File: config.mk
export PLATFORM = sky130hd
export DESIGN_NAME = mdu_iter
export DESIGN_NICKNAME = d
export VERILOG_FILES = /design/src/rtl/mdu_iter.sv
export SDC_FILE = /design/constraint.sdc
export NUM_CORES = 1
export LEC_CHECK = 0
export CELL_PAD_IN_SITES_DETAIL_PLACEMENT = 1
export CELL_PAD_IN_SITES_GLOBAL_PLACEMENT = 1
export CORE_MARGIN = 8
export CORE_UTILIZATION = 45
export DETAILED_ROUTE_END_ITERATION = 10
export GPL_TIMING_DRIVEN = 0
export PLACE_DENSITY_LB_ADDON = 0.1
export SYNTH_ARGS = -nofsm -noshare
export SYNTH_HDL_FRONTEND = slang
export SYNTH_SLANG_ARGS = --single-unit
File: constraint.sdc
create_clock -name clk -period 4.7 [get_ports clk]
set_input_delay 0.47 -clock clk [delete_from_list [all_inputs] [get_ports clk]]
set_output_delay 0.47 -clock clk [all_outputs]
set_load 0.02 [all_outputs]
File: src/rtl/mdu_iter.sv
// mdu_iter: iterative MIPS HI/LO mult/div unit (MULT/MULTU/DIV/DIVU/MTHI/MTLO; ports clk reset start op rs_val rt_val flush -> busy done div_by_zero hi lo; `MDU_EARLY_OUT_EN enables multiply early-out)
module mdu_iter #(
  parameter int DATA_WIDTH = 32,
  parameter int CNT_WIDTH  = 6
) (
  input  logic                  clk,
  input  logic                  reset,
  input  logic                  start,
  input  logic [2:0]            op,
  input  logic [DATA_WIDTH-1:0] rs_val,
  input  logic [DATA_WIDTH-1:0] rt_val,
  input  logic                  flush,
  output logic                  busy,
  output logic                  done,
  output logic                  div_by_zero,
  output logic [DATA_WIDTH-1:0] hi,
  output logic [DATA_WIDTH-1:0] lo
);
  localparam int W = DATA_WIDTH;
  typedef enum logic [2:0] {IDLE, MUL, DIV, FIX, DONE} state_t;
  state_t state, state_nx;
  logic [CNT_WIDTH-1:0] cnt;
  logic [W-1:0] hi_w, lo_w, b_w, rem, a_raw, a_abs, b_abs;
  logic [2*W-1:0] mc;
  logic [W:0] r_sh, diff;
  logic neg_q, neg_r, is_div, dz, last, go, sa, sb;
  assign go    = start & ~flush;
  assign sa    = op[0] & rs_val[W-1];
  assign sb    = op[0] & rt_val[W-1];
  assign a_abs = sa ? -rs_val : rs_val;
  assign b_abs = sb ? -rt_val : rt_val;
  assign r_sh  = {rem, lo_w[W-1]};
  assign diff  = r_sh - {1'b0, b_w};
`ifdef MDU_EARLY_OUT_EN
  assign last = (cnt == CNT_WIDTH'(W - 1)) | (state == MUL && b_w[W-1:1] == '0);
`else
  assign last = cnt == CNT_WIDTH'(W - 1);
`endif
  always_ff @(posedge clk) begin
    if (reset) state <= IDLE;
    else state <= state_nx;
  end
  always_comb begin
    state_nx = state;
    case (state)
      IDLE:    state_nx = (go && !op[2]) ? (op[1] ? DIV : MUL) : IDLE;
      MUL,
      DIV:     state_nx = flush ? IDLE : (last ? FIX : state);
      FIX:     state_nx = flush ? IDLE : DONE;
      default: state_nx = IDLE;
    endcase
  end
  always_comb busy = state == MUL || state == DIV || state == FIX;
  always_ff @(posedge clk) begin
    if (reset) begin
      hi <= '0;
      lo <= '0;
      done <= 1'b0;
      div_by_zero <= 1'b0;
      cnt <= '0;
      hi_w <= '0;
      lo_w <= '0;
      b_w <= '0;
      rem <= '0;
      mc <= '0;
      a_raw <= '0;
      {neg_q, neg_r, is_div, dz} <= '0;
    end else begin
      done <= 1'b0;
      div_by_zero <= 1'b0;
      case (state)
        IDLE: if (go) begin
          if (op == 3'b100) hi <= rs_val;
          else if (op == 3'b101) lo <= rs_val;
          else if (!op[2]) begin
            hi_w <= '0;
            lo_w <= op[1] ? a_abs : '0;
            mc <= {{W{1'b0}}, a_abs};
            b_w <= b_abs;
            rem <= '0;
            cnt <= '0;
            neg_q <= sa ^ sb;
            neg_r <= sa;
            is_div <= op[1];
            dz <= op[1] & (rt_val == '0);
            a_raw <= rs_val;
          end
        end
        MUL: begin
          {hi_w, lo_w} <= {hi_w, lo_w} + (b_w[0] ? mc : '0);
          mc <= mc << 1;
          b_w <= b_w >> 1;
          cnt <= cnt + 1'b1;
        end
        DIV: begin
          rem <= diff[W] ? r_sh[W-1:0] : diff[W-1:0];
          lo_w <= {lo_w[W-2:0], ~diff[W]};
          cnt <= cnt + 1'b1;
        end
        FIX:
          if (dz) begin
            hi_w <= a_raw;
            lo_w <= '1;
          end else if (is_div) begin
            hi_w <= neg_r ? -rem : rem;
            lo_w <= neg_q ? -lo_w : lo_w;
          end else {hi_w, lo_w} <= neg_q ? -{hi_w, lo_w} : {hi_w, lo_w};
        DONE: begin
          hi <= hi_w;
          lo <= lo_w;
          done <= 1'b1;
          div_by_zero <= dz;
        end
        default: ;
      endcase
    end
  end
endmodule
==> flow_summary_export.csv, run 1 <==
group,metric,value,unit
timing,finalCritPeriodShare,1.00,
synth,ys_seq_area_frac,0.268,
timing,worst_slack,0.00226,ns
layout,layout_commonest_cell,"nor2_1",
power_and_ir_drop,p_clk_frac,0.420,
critical_path,cp-start-kind,"flip-flop",
power_and_ir_drop,swShare,0.330,
cts,root_buffer,"clkbuf_16",
synth,yosysTopAreaCell,"dfxtp_1",
floorplan,io_pins,138,
layout,final_nets,3458,
route,vias,26139,
placed_design,place_inst,3914,
floorplan,rows,82,
power_and_ir_drop,p_int,5040,uW
synth,yosysWarnings,0,
route,first_pass_iters,6,
layout,drive_above_1_share,0.0356,
power_and_ir_drop,leakage,0.0100,uW
synth,syn_nets,3290,
placed_design,gp_congestion,1.03,
floorplan,core,0.0499,mm^2
grt,grt_use_total,0.377,
synth,ys_types,86,
placed_design,pre_cts_slack,-1.24,ns
power_and_ir_drop,vdd_drop_max,0.000220,V
synth,synth_ff_type,"dfxtp_1",
cts,cts_buffers,40,
worst_hold_path,min_path_type,"in2reg",
power_and_ir_drop,powerDensity,288,mW/mm^2
timing,setup_violations,0,
grt,antenna_found_initial,7,
power_and_ir_drop,p_comb_frac,0.215,
layout,instances_no_fill,3987,
power_and_ir_drop,p_seq_frac,0.365,
critical_path,crit_required,5.20,ns
layout,final_cell_mix,"nor2_1, a21oi_1, dfxtp_1",
status,status,"completed",
layout,syn_to_final_growth,15.6,%
grt,overflow,0,
route,wl,112,mm
synth,synthDominantCellAreaShare,0.268,
timing,finalHoldViolations,0,
timing,clock_skew,0.0200,ns
synth,ys_ff_latch,303,
synth,netlist_top_cells_area,"dfxtp_1, a21oi_1, nor2_1",
critical_path,criticalPathCategory,"reg2reg",
route,drt_iter0_drc,2878,
critical_path,worst_setup_path_end_kind,"flip-flop",
power_and_ir_drop,p_switching,2480,uW
route,wl_per_cell,28.0,um
route,ant_nets,0,
synth,syn_area,0.0226,mm^2
cts,htreeDepth,2,
synth,syn_area_per_cell,7.25,um^2
cts,cts_sinks,303,
critical_path,worstPathMaxFanout,10,
placed_design,place_area,0.0247,mm^2
floorplan,die_h,240,um
layout,fin_util,0.524,
synth,async_reset_ff_frac,0,
cts,cts_tree,"yes",
cts,clock_path_buffers,3,
timing,clock.fmax,0.213,GHz
timing,worst_slew_pin_slew,1.44,ns
grt,grt_max_degree,12,
cts,insertion_delay,0.60,ns
synth,postSynthCellCount,3117,
route,drc,0,
flow_run,cap_violations,0,
timing,rsz0062_at_grt,"false",
floorplan,die_area,0.0576,mm^2
floorplan,initial_core_util,0.453,
cts,cts_hold_buffers,0,
grt,grt_pass1_vias,26601,
route,viasPerCell,6.56,
cts,path_clk_slew,0.06,ns
placed_design,hpwl,87.5,mm
timing,relSlewSlack,0.0289,
timing,final_max_slew_viol_count,0,
synth,synth_edf_count,0,
critical_path,arrival,5.20,ns
placed_design,port_buffers,125,
timing,period_needed,4.70,ns
layout,final_area,0.0261,mm^2
floorplan,die_w,240,um
grt,grt_pass1_wl,166,mm
## power by group through the flow
stage	Combinational (uW)	Sequential (uW)	Clock (uW)
global placement	1500	2790	0
finish	1620	2740	3160
floorplan	1010	2770	0
global route	1720	2750	3260
detailed placement	1550	2790	0
CTS	1570	2740	3140
## stage by stage
stage          power (uW)  TNS, ns  hold slack, ns
2_1_floorplan        3780        0           0.427
3_3_place_gp         4290   -38.12           0.441
3_5_place_dp         4340   -30.21           0.453
4_1_cts              7450        0           0.337
5_1_grt              7730        0           0.365
6_report             7530        0           0.361
## per-layer routing
metal / up-vias / track usage / routed length (um)
li1: 11567 / - / -
met1: 12780 / 0.475 / 45000
met2: 1395 / 0.582 / 48200
met3: 387 / 0.0826 / 10700
met4: 10 / 0.235 / 7830
met5: - / 0 / 65
## timing repair
| action | in CTS | in global routing |
|---|---|---|
| buffers inserted | 1 | 0 |
| cloned | 0 | 0 |
| gates resized for setup | 15 | 23 |
| setup endpoints to repair | 60 | 44 |
| endpoints found under the hold margin | 0 | 0 |
| pin swaps | 1 | 0 |
## cell type report
class / count / area, um^2
inverter: 82 / 308
clock inverter: 14 / 133
sequential: 303 / 6070
tap: 672 / 841
clock buffer: 56 / 1150
antenna: 2 / 5.00
fill: 6416 / 23700
timing repair buffer: 127 / 1270
multi-input combinational: 2497 / 15400
buffer: 234 / 967
## worst max-delay path: stages (launching register included)
cell and delay (ns):
dfxtp_1 0.30, clkbuf_1 0.61, or2_2 0.23, clkbuf_1 0.44
o21ai_1 0.51, nand2b_2 0.52, nor2_1 0.74, o21ai_0 0.36
a21oi_1 0.45, a21oi_1 0.14, nor2b_1 0.14, a211oi_1 0.05
o211ai_1 0.10
## cells by family after synthesis
kind of cell | synth area share
AND/OR/NAND/NOR | 0.234
adder cells (fa/ha/maj) | 0.0571
flip-flops | 0.268
buffers and inverters | 0.0554
AO/OA/AOI/OAI | 0.278
XOR/XNOR | 0.0791
multiplexers | 0.0279
## flip-flops by register name (all words and copies together) (netlist names), 6 cells and up
name,cells
a_raw,32
b_w,32
cnt,6
hi,32
hi_w,32
lo,32
lo_w,32
mc,64
rem,32
## synthesized netlist by cell type (all sizes together), types with 10 or more instances
cell type,number
and3,17
nor4,30
o211ai,37
dfxtp,303
mux2i,63
o31ai,29
a211oi,115
clkbuf,215
nor2b,16
nand2b,25
nor3,79
nor2,404
o41ai,12
o21ai,190
a311oi,36
a31oi,17
o22ai,10
or3,27
xor2,91
nand4,38
buf,19
nand3b,12
a22oi,43
nand2,295
o21bai,20
inv,81
and2,80
ha,100
a21oi,336
nand3,77
xnor2,113
a21o,57
## final timing paths
check	from	end	slack, ns	cells after the start
max	dz	hi_w[16]	0.002	12
min	rs_val[25]	a_raw[25]	0.36	3
max reg2reg	dz	hi_w[16]	0.002	12
min reg2reg	a_raw[18]	a_raw[18]	0.46	2
Power figures use the tool's default switching activity.
==> run 2: changes to the inputs <==
MAX_ROUTING_LAYER = met4   (was unset)
clock period = 5.6 ns   (was 4.7 ns; I/O delays follow)
==> run 2 against run 1 <==
Effect of this change:
- the run now ends with capacitance limit left
- first-iteration DRC count decreased by 5.7%
- maximum frequency decreased by 14%
- sequential share of layout area about the same
==> flow_summary_export.csv, run 2 (synthesized netlist as in run 1, its figures left out) <==
group,metric,value,unit
route,vias,26061,
route,viasPerCell,6.52,
timing,relSlewSlack,0.0133,
cts,insertion_delay,0.59,ns
timing,worst_slew_pin_slew,1.47,ns
cts,path_clk_slew,0.06,ns
grt,top_usage_layer,"met2",
power_and_ir_drop,leakage,0.0101,uW
timing,clock.fmax,0.183,GHz
critical_path,criticalPathCategory,"reg2reg",
cts,clock_path_buffers,3,
route,wl_per_cell,27.9,um
cts,htreeDepth,2,
placed_design,hpwl,87.6,mm
cts,root_buffer,"clkbuf_16",
route,drt_iter0_drc,2713,
power_and_ir_drop,powerDensity,247,mW/mm^2
flow_run,cap_violations,1,
floorplan,io_pins,138,
floorplan,core,0.0499,mm^2
grt,overflow,0,
timing,finalHoldViolations,0,
placed_design,port_buffers,125,
floorplan,die_w,240,um
timing,setup_violations,0,
timing,clock_skew,0.0230,ns
grt,antenna_found_initial,4,
layout,largest_reg_flops,64,
layout,final_nets,3460,
layout,final_cell_mix,"nor2_1, a21oi_1, dfxtp_1",
critical_path,crit_required,6.13,ns
grt,grt_use_total,0.387,
cts,cts_tree,"yes",
route,wl,112,mm
timing,finalSetupTns,0,ns
placed_design,place_inst,3916,
critical_path,path_buf_inv,4,
grt,grt_max_degree,13,
floorplan,initial_core_util,0.453,
layout,instances_no_fill,3997,
critical_path,cp-start-kind,"flip-flop",
grt,grt_use_met1,0.471,
timing,period_needed,5.46,ns
critical_path,cpMaxStageDelayCell,"clkbuf_1",
critical_path,slowest_delay,0.66,ns
floorplan,rows,82,
cts,cts_sinks,303,
timing,final_max_slew_viol_count,0,
floorplan,die_area,0.0576,mm^2
timing,rsz0062_at_grt,"false",
grt,use_met3,0.0729,
critical_path,crit_chain,"clkbuf_2 -> clkbuf_1 -> and2_1 -> ha_1 -> inv_1 -> fa_1 -> nor2b_1 -> o21ai_0 -> a21oi_1 -> o211a_1 -> o211ai_1 -> a2111oi_1 -> buf_2 -> or3_1 -> a31oi_1 -> or4b_2 -> nand3_1",
grt,grt_pass1_vias,26358,
route,first_pass_iters,6,
critical_path,path_delay_family,"compound AO/OA/AOI/OAI gates",
placed_design,gp_congestion,1.05,
route,drc,0,
route,ant_nets,0,
critical_path,arrival,6.00,ns
power_and_ir_drop,vdd_drop_max,0.000234,V
grt,use_met2,0.588,
floorplan,die_h,240,um
layout,syn_to_final_growth,15.8,%
layout,regMostFlops,"mc",
timing,finalCritPeriodShare,0.976,
worst_hold_path,min_path_type,"reg2reg",
layout,layout_commonest_cell,"nor2_1",
layout,drive_above_1_share,0.0329,
cts,cts_buffers,40,
status,failed_checks,"capacitance limit",
grt,grt_pass1_wl,165,mm
critical_path,worst_setup_path_end_kind,"flip-flop",
critical_path,worstPathMaxFanout,10,
status,status,"finished with violations",
## run 2: cell count changes in the layout (fill, tap and decap cells not counted), moves of 3 or more
cell,change
diode_2,+5
buf_4,-3
clkinvlp_4,+3
buf_2,+3
clkinv_2,-5
clkbuf_8,+5
clkbuf_2,-3
clkbuf_1,+3
## run 2: repair_timing
item | in CTS | in global routing
resized for setup | 5 | 0
endpoints found under the setup margin | 5 | 0
buffers inserted | 0 | 0
hold buffers | 0 | 0
## run 2: stage by stage
step                      instance area, um^2  hold WS, ns  setup slack, ns   util  total power [uW]
final                                   26200        0.449            0.137  0.525              6470
after global routing                    26200        0.466            0.132  0.525              6640
after CTS                               26100        0.428            0.318  0.524              6420
after detailed placement                24700        0.450           -0.225  0.495              3640
after global placement                  24700        0.440            -1.26  0.495              3600
after floorplan                         22600        0.427             1.69      -              3170
## run 2: report_power, final
part / internal, uW / total (uW) / switching (uW)
Combinational: 476 / 1350 / 869
Sequential: 2220 / 2300 / 77.4
Clock: 1690 / 2830 / 1140
Total: 4390 / 6470 / 2080
## run 2: worst min-delay path, cell delays in order (launching register included)
cell,delay [ns]
dfxtp_1,0.30
nand2_1,0.05
a21oi_1,0.05
## run 2: layer usage
layer  vias to the layer above  wire, um
li1                      11572         -
met1                     12809     45100
met2                      1312     48200
met3                       368     10000
met4                         0      8190
met5                         -         0
## run 2: final cells by class
class | count | area [um^2]
fill | 6471 | 23700
multi-input combinational | 2497 | 15300
sequential | 303 | 6070
timing repair buffer | 128 | 1280
clock buffer | 57 | 1210
buffer | 235 | 946
tap | 672 | 841
inverter | 82 | 308
clock inverter | 16 | 208
antenna | 7 | 17.5
## run 2: worst paths after layout
kind              end  startpoint  cells past startpoint  slack [ns]
max          hi_w[22]      b_w[0]                     17        0.14
min             neg_q       neg_q                      2        0.45
max reg2reg  hi_w[22]      b_w[0]                     17        0.14
min reg2reg     neg_q       neg_q                      2        0.45
==> run 3: changes to the inputs <==
CAP_MARGIN = 20   (was unset)
==> run 3 against run 2 <==
Effect of this change:
- the run ends with setup timing left
- cell count unchanged
- register-to-register slack worse by 0.20 ns
- sequential cell count unchanged
- setup slack worse by 0.20 ns
- critical path depth unchanged
- sequential power about the same
- maximum frequency down 3.6%
==> flow_summary_export.csv, run 3 (synthesized netlist as in run 1, its figures left out) <==
group,metric,value,unit
placed_design,place_inst,3922,
layout,instances_no_fill,3997,
route,wl,111,mm
cts,cts_setup_buffers,0,
layout,regMostFlops,"mc",
timing,clock.fmax,0.176,GHz
placed_design,hpwl,88.0,mm
power_and_ir_drop,leakage,0.0100,uW
power_and_ir_drop,powerDensity,240,mW/mm^2
cts,insertion_delay,0.58,ns
critical_path,path_delay_family,"compound AO/OA/AOI/OAI gates",
power_and_ir_drop,vdd_drop_max,0.000180,V
grt,grt_use_total,0.386,
critical_path,worstPathMaxFanout,10,
critical_path,r2r_setup_slack,-0.07,ns
route,first_pass_iters,6,
critical_path,slowest_delay,0.67,ns
floorplan,rows,82,
cts,root_buffer,"clkbuf_16",
critical_path,worst_setup_path_end_kind,"flip-flop",
route,ant_nets,0,
grt,antenna_found_initial,5,
route,wl_per_cell,27.9,um
layout,fin_util,0.523,
timing,rsz0062_at_grt,"false",
layout,final_area,0.0261,mm^2
flow_run,cap_violations,0,
cts,path_clk_slew,0.06,ns
placed_design,port_buffers,125,
cts,cts_tree,"yes",
grt,grt_pass1_vias,26022,
cts,clock_path_buffers,3,
layout,final_cell_mix,"nor2_1, a21oi_1, dfxtp_1",
layout,largest_reg_flops,64,
grt,grt_max_degree,13,
timing,finalCritPeriodShare,1.01,
layout,fillers,6443,
route,viasPerCell,6.54,
critical_path,arrival,6.19,ns
critical_path,crit_chain,"clkbuf_2 -> clkbuf_1 -> and2_1 -> ha_1 -> inv_1 -> fa_1 -> nor2b_1 -> o21ai_0 -> a21oi_1 -> o211a_1 -> o211ai_1 -> a2111oi_1 -> buf_2 -> or3_1 -> a31oi_1 -> or4b_2 -> nand3_1",
timing,worst_slack,-0.0666,ns
layout,drive_above_1_share,0.0322,
route,drc,0,
critical_path,crit_required,6.13,ns
floorplan,core,0.0499,mm^2
worst_hold_path,min_path_type,"in2reg",
status,failed_checks,"setup timing",
layout,syn_to_final_growth,15.4,%
timing,clock_skew,0.0197,ns
critical_path,cp-start-kind,"flip-flop",
route,vias,26129,
timing,whs,0.433,ns
route,drt_iter0_drc,2464,
floorplan,initial_core_util,0.453,
timing,finalHoldViolations,0,
grt,overflow,0,
placed_design,pre_cts_slack,-0.196,ns
critical_path,criticalPathCategory,"reg2reg",
critical_path,cpMaxStageDelayCell,"clkbuf_1",
placed_design,gp_congestion,1.05,
cts,cts_sinks,303,
status,status,"finished with violations",
layout,layout_commonest_cell,"nor2_1",
layout,final_nets,3464,
timing,relSlewSlack,0.191,
floorplan,die_area,0.0576,mm^2
timing,final_max_slew_viol_count,0,
floorplan,die_w,240,um
grt,grt_pass1_wl,164,mm
cts,cts_buffers,39,
cts,htreeDepth,2,
timing,period_needed,5.67,ns
floorplan,die_h,240,um
floorplan,io_pins,138,
timing,setup_violations,3,
timing,worst_slew_pin_slew,1.21,ns
placed_design,place_area,0.0248,mm^2
critical_path,path_buf_inv,4,
cts,cts_hold_buffers,0,
-- run 3: changes by cell type in the layout (fill, tap and decap cells not counted), moves of 2 or more --
| cell | before | now |
|---|---|---|
| buf_4 | 2 | 4 |
| clkbuf_8 | 15 | 10 |
| clkbuf_1 | 213 | 216 |
| clkbuf_16 | 41 | 39 |
| diode_2 | 7 | 5 |
| buf_8 | 1 | 3 |
-- run 3: power by group --
group          internal [uW]  switching, uW
logic                    477            867
registers               2220           77.1
clock network           1520           1100
total                   4220           2050
-- run 3: layout make-up --
cell class                 instances  area [um^2]  share of cell area
inverter                          82          308              0.0118
timing repair buffer             133         1330              0.0510
sequential                       303         6070               0.233
clock inverter                    18          200             0.00768
tap                              672          841              0.0322
buffer                           235          945              0.0362
multi-input combinational       2497        15300               0.586
clock buffer                      52         1090              0.0420
antenna                            5         12.5            0.000480
-- run 3: what timing repair did --
action,4_1_cts,5_1_grt
endpoints found under the setup margin,6,0
gates resized for setup,2,0
hold endpoints to repair,0,0
-- run 3: worst reg2reg max path, stage by stage, from the launching register on --
cell and delay (ns):
dfxtp_1 0.39, clkbuf_2 0.42, clkbuf_1 0.68, and2_1 0.24, ha_1 0.18, inv_1 0.06
fa_1 0.41, nor2b_1 0.13, o21ai_0 0.12, a21oi_1 0.31, o211a_1 0.39, o211ai_1 0.24
a2111oi_1 0.65, buf_2 0.30, or3_1 0.24, a31oi_1 0.13, or4b_2 0.63, nand3_1 0.10
-- run 3: layer usage --
metal	part of all wire	track usage	wire, um
met1	0.41	0.477	45200
met2	0.43	0.587	48300
met3	0.090	0.0642	10100
met4	0.071	0.231	7890
met5	0	-	0
-- run 3: path summary, 6_finish.rpt --
| path | from | endpoint | depth (start not counted) |
|---|---|---|---|
| hold reg to reg | a_raw[4] | a_raw[4] | 2 |
| setup / recovery | b_w[0] | hi_w[22] | 17 |
| hold / removal | rs_val[25] | a_raw[25] | 3 |
| setup reg to reg | b_w[0] | hi_w[22] | 17 |
-- run 3: stage by stage --
stage                     setup TNS, ns  total power, uW
after floorplan                       0             3170
final                            -0.121             6270
after detailed placement         -0.540             3650
after CTS                             0             6250
after global placement            -8.66             3600
after global routing                  0             6460
